==> src/rtl/imm_gen_unit_pkg.sv <==
// Shared types and constants for the VCPU-32 immediate generator.
// Field positions use the instruction's MSB-first (bit 0 = MSB) numbering.
package imm_gen_unit_pkg;

    localparam int WORD_LENGTH = 32;

    localparam logic [5:0] OP_NOP   = 6'h00;
    localparam logic [5:0] OP_LDI   = 6'h01;
    localparam logic [5:0] OP_ADDIL = 6'h02;
    localparam logic [5:0] OP_ALUI  = 6'h03;
    localparam logic [5:0] OP_MEM   = 6'h04;
    localparam logic [5:0] OP_BR    = 6'h05;
    localparam logic [5:0] OP_SHF   = 6'h06;

    typedef enum logic [2:0] {
        FMT_NONE,
        FMT_U22,
        FMT_L22,
        FMT_S18,
        FMT_S12,
        FMT_S19,
        FMT_U5
    } imm_fmt_t;

    localparam int OPC_MSB = 0;
    localparam int OPC_LSB = 5;
    localparam int U22_MSB = 10;
    localparam int S19_MSB = 13;
    localparam int S18_MSB = 14;
    localparam int S12_MSB = 20;
    localparam int U5_MSB  = 27;
    localparam int FLD_LSB = 31;

    localparam int L22_SHAMT = 10;
    localparam int S19_SHAMT = 2;

    function automatic imm_fmt_t decode_fmt(input logic [5:0] op);
        imm_fmt_t f;
        f = FMT_NONE;
        unique case (1'b1)
            (op == OP_LDI):   f = FMT_U22;
            (op == OP_ADDIL): f = FMT_L22;
            (op == OP_ALUI):  f = FMT_S18;
            (op == OP_MEM):   f = FMT_S12;
            (op == OP_BR):    f = FMT_S19;
            (op == OP_SHF):   f = FMT_U5;
            default:          f = FMT_NONE;
        endcase
        return f;
    endfunction

endpackage

==> src/rtl/imm_gen_unit_if.sv <==
// Decode-side bus of the immediate generator: advance, instruction in,
// registered immediate and valid flag out.
interface imm_gen_unit_if;
    import imm_gen_unit_pkg::*;

    logic                   en;
    logic [0:WORD_LENGTH-1] instr;
    logic [0:WORD_LENGTH-1] y;
    logic                   y_vld;

    modport master (
        output en,
        output instr,
        input  y,
        input  y_vld
    );

    modport slave (
        input  en,
        input  instr,
        output y,
        output y_vld
    );

endinterface

==> src/rtl/imm_gen_unit_sign_ext.sv <==
// Extends a W-bit signed immediate field to a full word, either as plain
// two's complement or with the sign carried in the field LSB (low-sign).
module imm_sign_ext
    import imm_gen_unit_pkg::*;
#(
    parameter int W        = 12,
    parameter bit LOW_SIGN = 1'b0
) (
    input  logic [W-1:0]           field_i,
    output logic [WORD_LENGTH-1:0] value_o
);

    logic [W-1:0] tc_w;

    // Low-sign value mag - sign*2^(W-1) is simply {sign, mag} in two's complement.
    generate
        if (LOW_SIGN) begin : g_low
            assign tc_w = {field_i[0], field_i[W-1:1]};
        end else begin : g_tc
            assign tc_w = field_i;
        end
    endgenerate

    assign value_o = {{(WORD_LENGTH-W){tc_w[W-1]}}, tc_w};

endmodule

==> src/rtl/imm_gen_unit.sv <==
// VCPU-32 immediate generator: opcode decode, field extract, registered result.
// Define IMMGEN_LOW_SIGN_EN to use low-sign encoding for S18/S12/S19.
module imm_gen_unit
    import imm_gen_unit_pkg::*;
(
    input logic           clk,
    input logic           rst_n,
    imm_gen_unit_if.slave bus
);

`ifdef IMMGEN_LOW_SIGN_EN
    localparam bit LowSign = 1'b1;
`else
    localparam bit LowSign = 1'b0;
`endif

    imm_fmt_t               fmt;
    logic [0:WORD_LENGTH-1] s18_w;
    logic [0:WORD_LENGTH-1] s12_w;
    logic [0:WORD_LENGTH-1] s19_w;
    logic [0:WORD_LENGTH-1] y_d;
    logic [0:WORD_LENGTH-1] y_q;
    logic                   vld_d;
    logic                   vld_q;
    logic                   unused_bits;

    assign fmt = decode_fmt(bus.instr[OPC_MSB:OPC_LSB]);
    assign unused_bits = ^bus.instr[OPC_LSB+1:U22_MSB-1];

    imm_sign_ext #(
        .W        (FLD_LSB-S18_MSB+1),
        .LOW_SIGN (LowSign)
    ) u_s18 (
        .field_i (bus.instr[S18_MSB:FLD_LSB]),
        .value_o (s18_w)
    );

    imm_sign_ext #(
        .W        (FLD_LSB-S12_MSB+1),
        .LOW_SIGN (LowSign)
    ) u_s12 (
        .field_i (bus.instr[S12_MSB:FLD_LSB]),
        .value_o (s12_w)
    );

    imm_sign_ext #(
        .W        (FLD_LSB-S19_MSB+1),
        .LOW_SIGN (LowSign)
    ) u_s19 (
        .field_i (bus.instr[S19_MSB:FLD_LSB]),
        .value_o (s19_w)
    );

    always_comb begin
        y_d   = '0;
        vld_d = 1'b1;
        unique case (fmt)
            FMT_U22: y_d = {{U22_MSB{1'b0}},
                            bus.instr[U22_MSB:FLD_LSB]};
            FMT_L22: y_d = {bus.instr[U22_MSB:FLD_LSB],
                            {L22_SHAMT{1'b0}}};
            FMT_S18: y_d = s18_w;
            FMT_S12: y_d = s12_w;
            FMT_S19: y_d = {s19_w[S19_SHAMT:WORD_LENGTH-1],
                            {S19_SHAMT{1'b0}}};
            FMT_U5:  y_d = {{U5_MSB{1'b0}},
                            bus.instr[U5_MSB:FLD_LSB]};
            default: vld_d = 1'b0;
        endcase
    end

    always_ff @(posedge clk or negedge rst_n) begin
        if (!rst_n) begin
            y_q   <= '0;
            vld_q <= 1'b0;
        end else if (bus.en) begin
            y_q   <= y_d;
            vld_q <= vld_d;
        end
    end

    assign bus.y     = y_q;
    assign bus.y_vld = vld_q;

endmodule

==> src/flat_wrapper.sv <==
// flat-port wrapper written by rule: the top's interface ports become plain ports
module imm_gen_unit_flat import imm_gen_unit_pkg::*;
  (clk, rst_n, bus_en, bus_instr, bus_y, bus_y_vld);
  imm_gen_unit_if bus_i ();
  input logic clk;
  input logic rst_n;
  input wire logic [$bits(bus_i.en)-1:0] bus_en;
  input wire logic [$bits(bus_i.instr)-1:0] bus_instr;
  output wire logic [$bits(bus_i.y)-1:0] bus_y;
  output wire logic [$bits(bus_i.y_vld)-1:0] bus_y_vld;
  assign bus_i.en = bus_en;
  assign bus_i.instr = bus_instr;
  assign bus_y = bus_i.y;
  assign bus_y_vld = bus_i.y_vld;
  imm_gen_unit u_core (.clk(clk), .rst_n(rst_n), .bus(bus_i));
endmodule
==> config.mk <==
export PLATFORM = sky130hd
export DESIGN_NAME = imm_gen_unit_flat
export DESIGN_NICKNAME = d
export VERILOG_FILES = /design/src/rtl/imm_gen_unit_pkg.sv /design/src/rtl/imm_gen_unit_if.sv /design/src/rtl/imm_gen_unit_sign_ext.sv /design/src/rtl/imm_gen_unit.sv /design/src/flat_wrapper.sv
export SDC_FILE = /design/constraint.sdc
export NUM_CORES = 1
export LEC_CHECK = 0
export ABC_AREA = 1
export ABC_CLOCK_PERIOD_IN_PS = 1700
export BUFFER_PORTS_ARGS = -buffer_cell sky130_fd_sc_hd__clkbuf_2
export CAP_MARGIN = 20
export CELL_PAD_IN_SITES_DETAIL_PLACEMENT = 1
export CELL_PAD_IN_SITES_GLOBAL_PLACEMENT = 1
export CORE_MARGIN = 4
export CORE_UTILIZATION = 43
export CTS_CLUSTER_DIAMETER = 50
export DETAILED_ROUTE_END_ITERATION = 7
export PLACE_DENSITY_LB_ADDON = 0.1
export SETUP_SLACK_MARGIN = 0.4
export SLEW_MARGIN = 20
export SYNTH_ARGS = -nofsm -noshare
export SYNTH_HDL_FRONTEND = slang
export SYNTH_HIERARCHICAL = 1
export SYNTH_SLANG_ARGS = --single-unit
==> constraint.sdc <==
create_clock -name clk -period 1.7 [get_ports clk]
set_clock_uncertainty 0.2 [all_clocks]
set_input_delay 0.085 -clock clk [delete_from_list [all_inputs] [get_ports clk]]
set_output_delay 0.085 -clock clk [all_outputs]
set_load 0.05 [all_outputs]
======== After elaboration in Yosys (flattened, before gate mapping) ========
Cells that the tools add are included.
operators by class
  equal/unequal tests ..................... 12
  muxes and demuxes ....................... 3
  reduce and logical (&&, ||, !) cells .... 1
operator list
  operator                                       number
  one-hot mux 32 bit (6 select lines)            1
  == test 6 x 3 -> 1 bit, second input constant  3
  one-hot mux 3 bit (6 select lines)             1
  == test 6 x 2 -> 1 bit, second input constant  2
  == test 3 bit, second input constant           3
  == test 3 x 2 -> 1 bit, second input constant  2
  == test 6 x 1 -> 1 bit, second input constant  1
  OR reduction 6 bit                             1
  == test 3 x 1 -> 1 bit, second input constant  1
  two-way mux 1 bit                              1
storage, ports and cells
  flip-flop bits (word level) ............. 33
  input port bits ......................... 35
  logic and storage cells ................. 18

======== Depth between registers and ports, before layout ========
Gate-level depths: netlist (run 1).
  depth in word-level cells ............... 5
  gate-level depth with buffers ........... 10
  gate-level depth less buffers ........... 9

======== Hierarchy ========
Netlist (run 1), hierarchy kept.
modules (own cells, without submodules)
  module        instances  cells an instance  area an instance (um^2)
  imm_gen_unit  1          390                2685.1
  imm_sign_ext  3          32                 240.2

======== Worst setup path before layout (run 1) ========
OpenSTA, ideal clock, no wires.
  path type ............................... input-to-reg
  from .................................... input port bus_instr[31]
  to ...................................... register u_core.y_q (netlist bit u_core/bus.y[22])
  setup time .............................. 0.066 ns
  arrival time ............................ 0.862 ns
  required time ........................... 1.434 ns
  path slack .............................. 0.572 ns
  stages .................................. 8
  path through ............................ nor2_4 -> buf_6 -> buf_6 -> buf_4 -> nand3_1 -> nand4_1 -> nand2_1 -> nand2_1
between the ends
  word-level cells in the longest chain between the ends .. 4
  elaborated cells between the ends (all ways) .. 14
  those cells by class .................... eq/ne (12); mux (2)
RTL lines
  element                                               line                    RTL
  from (decl)                                           flat_wrapper.sv:8       input wire logic [$bits(bus_i.instr)-1:0] bus_instr;
  == test 6 x 3 -> 1 bit, or another cell as far along  imm_gen_unit_pkg.sv:46  (op == OP_SHF): f = FMT_U5;
  one-hot mux 3 bit (6 select lines) *                  imm_gen_unit_pkg.sv:40  unique case (1'b1)
  == test 3 bit, or another cell as far along           imm_gen_unit.sv:57      unique case (fmt)
  one-hot mux 32 bit (6 select lines) *                 imm_gen_unit.sv:57
  to (signal assigned)                                  imm_gen_unit.sv:77      y_q <= y_d;
  to (decl)                                             imm_gen_unit.sv:22      logic [0:WORD_LENGTH-1] y_q;
Mark *: on every way between the ends. The rest lies on a longest branch, timed or not.
A chain may end at the register's enable or synchronous reset.

======== Worst setup path in the final report (run 1) ========
  from .................................... input port bus_instr[20]
  to ...................................... register u_core.y_q (netlist bit u_core/bus.y[11])
between the ends
  word-level cells in the longest chain between the ends .. 1
RTL lines
  element                              line
  one-hot mux 32 bit (6 select lines)  imm_gen_unit.sv:57
No other way between the ends.

==> metrics.md, run 1 <==
| Metric | Value |
|---|---|
| Run status | completed |
| Worst-margin pin slew | approximately 0.53 ns |
| Core Util, Final | 42.8% |
| TritonCTS clock tree | done |
| # IOs | just under 70 |
| Leak | about 1.7 nW |
| CTS buffer count | 5 |
| Final setup TNS | 0 ns |
| Layout Cells excl Fill | roughly 560 |
| Max cap viols | 0 |
| R2R Setup Slk | about 0.86 ns |
| Clock sink count | 33 |
| Vias in the first global route | 2,966 |
| Max Buffers Root-to-Sink | 2 |
| Pwr dens | 570 mW/mm2 |
| Layout Area Growth over Synthesis | -2.95% |
| Pin count of the biggest net entering global routing | 77 |
| Chip Width | 96.8 um |
| Final hold vios | 0 |
| Routed vias/inst | about 5.6 |
| CP endpoint | u_core/bus.y[11] |
| Worst setup EP type | register |
| Site Rows | 32 |
| FMAX | between 0.8 and 0.9 GHz |
| Min-Delay Path Class | in -> reg |
| Placed insts | ~530 |
| Critical path origin | bus_instr[20] |
| Remaining antenna violation count after routing | 0 |
| Slew Limit Headroom | 64.4% |
| Layout cells sized above 1 | 25.2% |
| Fin crit share | between 70% and 80% |
| Worst-path clk slew | around 0.06 ns |
| DR iter-0 viols | around 270 |
| Final hold slack | roughly 0.022 ns |
| FF-to-FF End | u_core/bus.y[19] |
| Via Count | between 3,000 and 4,000 |
| Syn Inst Count | roughly 480 |
| FF-to-FF Start | u_core/bus.y[19] |
| Die area | between 0.009 and 0.01 mm2 |
| Commonest non-fill, non-tap cell in the layout | nand2_1 |
| Final GP Congestion | just under 0.8 |
| Die H | just under 100 um |
| Avg WL per Cell | about 17 um |
| Clock latency at the later pin of the worst-skew pair | ~0.28 ns |
| Mapped cell area | roughly 0.0034 mm2 |
| Crit path DAT | around 1.2 ns |
| Global-route wire length before repair | between 15 and 20 mm |
| Avg Inst Size Synth | about 7.0 um2 |
| Congestion Overflow GR | 0 |
| # DRC | 0 |
| Synthesis warning total | 6 |
| Minimum clock period | between 1 and 1.5 ns |
| Max Slew Vio Count | 0 |
| Starting Density | ~44% |
| Clock Tree Root | clkbuf_8 |
| R2R cell count | 2 |
| Core Footprint | approximately 0.0077 mm2 |
| Final setup viols | 0 |
| Worst-path fanout max | 2 |
| Worst vdd ir | around 0.27 mV |
| WS Path Type | in -> reg |
| Syn Nets | just over 500 |
| Required @ worst endpoint | about 1.7 ns |
| Final worst slack | 0.468 ns |
| Final #Nets | between 400 and 500 |
| Startpoint types | input pin |
| Number of port buffers | 63 |
| Total track usage | around a fifth |
| Initial antenna violation count | 0 |
| RSZ-0062 raised after global routing | no |
| Routed Wire Length | ~9.7 mm |
| Most frequent cells in the layout | nand2_1, nand4_1, clkbuf_2 |
| Post-DP HPWL | 6.46 mm |
| Post-Place Setup Slack | 0.140 ns |
| DRT Pass-1 Iters | 4 |
| Number of H-tree levels | 2 |
| ANT cells | 0 |
## state kept, by name, indices dropped and copies added (netlist names)
| name | flops |
|---|---|
| u_core/bus.y | 32 |
| u_core/bus.y_vld | 1 |
## stage by stage
stage	instance area, um2	total power, mW
floorplan	3390	1.28
global placement	3040	1.30
detailed placement	3040	1.30
CTS	3150	1.88
global route	3290	1.98
finish	3290	1.88
## power by group
group | internal (mW) | leakage [nW] | switching [mW]
logic | 0.137 | 1.23 | 0.366
registers | 0.810 | 0.456 | 0.0136
clock network | 0.283 | 0.0450 | 0.267
total | 1.23 | 1.73 | 0.646
## routing by layer
metal	vias to the layer above	share of wire [%]	global-route usage [%]
met3	8	4.6	3.03
met4	0	1.2	5.40
li1	1508	-	-
met5	-	0	0
met2	72	46	30.8
met1	1510	48	29.3
## area by class of cell
cell class                      count  area [um2]
Multi-Input combinational cell    301        1520
Tap cell                          102         128
Clock inverter                      2        10.0
Fill cell                        1017        4400
Timing Repair inverter              1        7.51
Inverter                           20        78.8
Sequential cell                    33         826
Clock buffer                        6        72.6
Timing Repair Buffer               93         648
## worst max-delay path, cell delays in order
cell           delay, ns
dlygate4sd3_1       0.55
clkbuf_2            0.12
inv_1               0.07
o21ai_0             0.11
o21ai_2             0.20
nand2_1             0.07
## worst min-delay path by stage
| stage | cells past startpoint | startpoint | to | slack, ns |
|---|---|---|---|---|
| 2_1_floorplan | 0 | rst_n | u_core/bus.y[0] | -0.41 |
| 3_3_place_gp | 2 | rst_n | u_core/bus.y[25] | -0.14 |
| 3_5_place_dp | 2 | rst_n | u_core/bus.y[25] | -0.14 |
| 4_1_cts | 5 | bus_instr[21] | u_core/bus.y[0] | 0.008 |
| 5_1_grt | 5 | bus_instr[16] | u_core/bus.y[13] | 0.04 |
| 6_report | 5 | bus_instr[21] | u_core/bus.y[0] | 0.02 |
## what timing repair did
action,in CTS,in global routing
resized for setup,0,5
endpoints found under the hold margin,36,0
endpoints found under the setup margin,0,10
buffers inserted,0,11
hold buffers,3,0
No activity file was read; power rests on OpenSTA's default activity.
==> run 2, diff against run 1 <==
- ABC_CLOCK_PERIOD_IN_PS: 1700 -> 1100
- CORE_UTILIZATION: 43 -> 36
- clock period: 1.7 -> 1.1 ns (I/O delays scaled with it)
==> metrics.md, run 2 (synthesized netlist as in run 1, its figures left out) <==
| Metric | Value |
|---|---|
| Run status | finished with violations |
| Violated checks | negative hold slack, negative setup slack |
| Clock Tree Root | clkbuf_8 |
| FF-to-FF End | u_core/bus.y[16] |
| Final #Nets | 531 (+8.4%) |
| Number of port buffers | 63 (unchanged) |
| Core Util, Final | 53.6% (+11 points) |
| Die H | 105 um (+8.5%) |
| Layout cells sized above 1 | 51.7% (+26 points) |
| DRT Pass-1 Iters | 7 (+3) |
| Global-route wire length before repair | 19.3 mm (+24%) |
| Max Slew Vio Count | 0 (unchanged) |
| Worst vdd ir | 0.332 mV (+22%) |
| Power, Total | 3.53 mW (+88%) |
| Final hold slack | -0.550 ns (-0.572 ns) |
| Max cap viols | 0 (unchanged) |
| R2R Setup Slk | 0.12 ns (-0.74 ns) |
| CP peak stage delay | 0.19 ns (-0.36 ns) |
| Max Buffers Root-to-Sink | 2 (unchanged) |
| Final GP Congestion | 0.761 (-1.7%) |
| ANT cells | 0 (unchanged) |
| Layout Area Growth over Synthesis | 45.4% |
| Layout fillers | 1,081 (+6.3%) |
| WP buf/inv | 3 (unchanged) |
| Via Count | 3,524 (+14%) |
| FMAX | about 0.9 GHz |
| Pwr dens | 716 mW/mm2 (+26%) |
| Avg WL per Cell | 20.2 um (+16%) |
| Core Footprint | 0.00920 mm2 (+20%) |
| Starting Density | 36.9% (-7.2 points) |
| TritonCTS clock tree | done |
| Startpoint types | input pin |
| Worst-path clk slew | 0.07 ns (about the same) |
| Worst-margin pin slew | 0.501 ns (-0.0334 ns) |
| Congestion Overflow GR | 0 (unchanged) |
| Required @ worst endpoint | 1.12 ns (-0.55 ns) |
| Clock latency at the later pin of the worst-skew pair | 0.28 ns (about the same) |
| Remaining antenna violation count after routing | 0 (unchanged) |
| WS Path Type | in -> reg |
| Slew Limit Headroom | 66.6% (+2.2 points) |
| Routed Wire Length | 12.3 mm (+26%) |
| CTS buffer count | 5 (unchanged) |
| Initial antenna violation count | 0 (unchanged) |
| Worst path top cell family by delay | simple AND/OR/NAND/NOR gates |
| Layout Cells excl Fill | 608 (+9.0%) |
| Most frequent CP cell | buf_8 |
| Total track usage | 21.6% (+1.5 points) |
| Cells along the critical path | buf_8, nor2_4, buf_12, nand2_8, nor2_8, buf_8, nand2_2, nand3_2, o21ai_1, nand2_1 |
| # DRC | 0 (unchanged) |
| Routed vias/inst | 5.80 (+4.4%) |
| Die area | 0.0110 mm2 (+18%) |
| Placed insts | 565 (+5.8%) |
| Fin crit share | 104% |
| Post-DP HPWL | 7.34 mm (+14%) |
| Commonest non-fill, non-tap cell in the layout | nand2_1 |
| Final worst slack | -0.0387 ns (-0.506 ns) |
| Crit path DAT | 1.16 ns (-0.04 ns) |
| Post-Place Setup Slack | -0.354 ns (-0.493 ns) |
| Most frequent cells in the layout | nand2_1, nand4_1, buf_8 |
| Clock sink count | 33 (unchanged) |
| Minimum clock period | between 1 and 1.5 ns |
| Worst path slowest cell | buf_12 |
| Max FFs per register | 32 (unchanged) |
| R2R cell count | 3 (+1) |
| Min-Delay Path Class | in -> async |
| Number of H-tree levels | 2 (unchanged) |
| DR iter-0 viols | 326 (+19%) |
| RSZ-0062 raised after global routing | yes |
| Final hold vios | 36 (+36) |
| # IOs | 68 (unchanged) |
| Worst-path fanout max | 8 (+6) |
| Final setup viols | 41 (+41) |
| FF-to-FF Start | u_core/bus.y[16] |
| Chip Width | 105 um (+8.5%) |
| Site Rows | 35 (+9.4%) |
| Vias in the first global route | 3,444 (+16%) |
| Pin count of the biggest net entering global routing | 26 (-66%) |
| Leak | 2.32 nW (+34%) |
| Worst setup EP type | register |
run 2: how the worst max path moves through the flow:
stage,startpoint,end,slack [ns],depth (start not counted)
after floorplan,bus_instr[30],u_core/bus.y[9],0.01,8
after global placement,bus_instr[26],u_core/bus.y[21],-0.30,8
after detailed placement,bus_instr[26],u_core/bus.y[27],-0.35,9
after CTS,u_core/bus.y[17],bus_y[14],-0.06,1
after global routing,bus_instr[31],u_core/bus.y[2],-0.11,10
final,bus_instr[31],u_core/bus.y[2],-0.04,10
run 2: routing by layer:
layer,vias up,track usage [%],part of all wire [%]
met2,144,36.4,50
met1,1757,29.8,43
met5,-,0,0
met4,0,4.69,1.4
met3,17,2.22,5.4
li1,1606,-,-
run 2: area by class of cell:
cell class / instances / area, um2 / share of cell area [%]
Multi-Input combinational cell: 302 / 1880 / 38.1
Timing Repair Buffer: 134 / 1880 / 38.1
Sequential cell: 33 / 865 / 17.5
Tap cell: 111 / 139 / 2.82
Inverter: 20 / 83.8 / 1.70
Clock buffer: 6 / 72.6 / 1.47
Clock inverter: 2 / 10.0 / 0.203
run 2: repair_timing:
item / CTS / global route
endpoints found under the hold margin: 40 / 36
buffers inserted: 18 / 3
pin swaps: 64 / 45
cloned: 12 / 2
setup endpoints to repair: 66 / 66
resized for setup: 168 / 59
run 2: report_power, final:
part	internal, mW	leakage, nW	total (mW)	switching [mW]
Sequential	1.26	0.406	1.29	0.0359
Clock	0.440	0.0450	0.925	0.485
Combinational	0.592	1.86	1.31	0.722
Total	2.29	2.32	3.53	1.24
run 2: per-stage QoR:
step | hold WS (ns) | instance area [um2] | setup TNS (ns)
floorplan | -0.441 | 3440 | 0
global placement | -0.246 | 3380 | -7.95
detailed placement | -0.238 | 3380 | -9.04
CTS | -0.552 | 4700 | -1.32
global route | -0.543 | 4930 | -2.90
finish | -0.550 | 4930 | -0.592
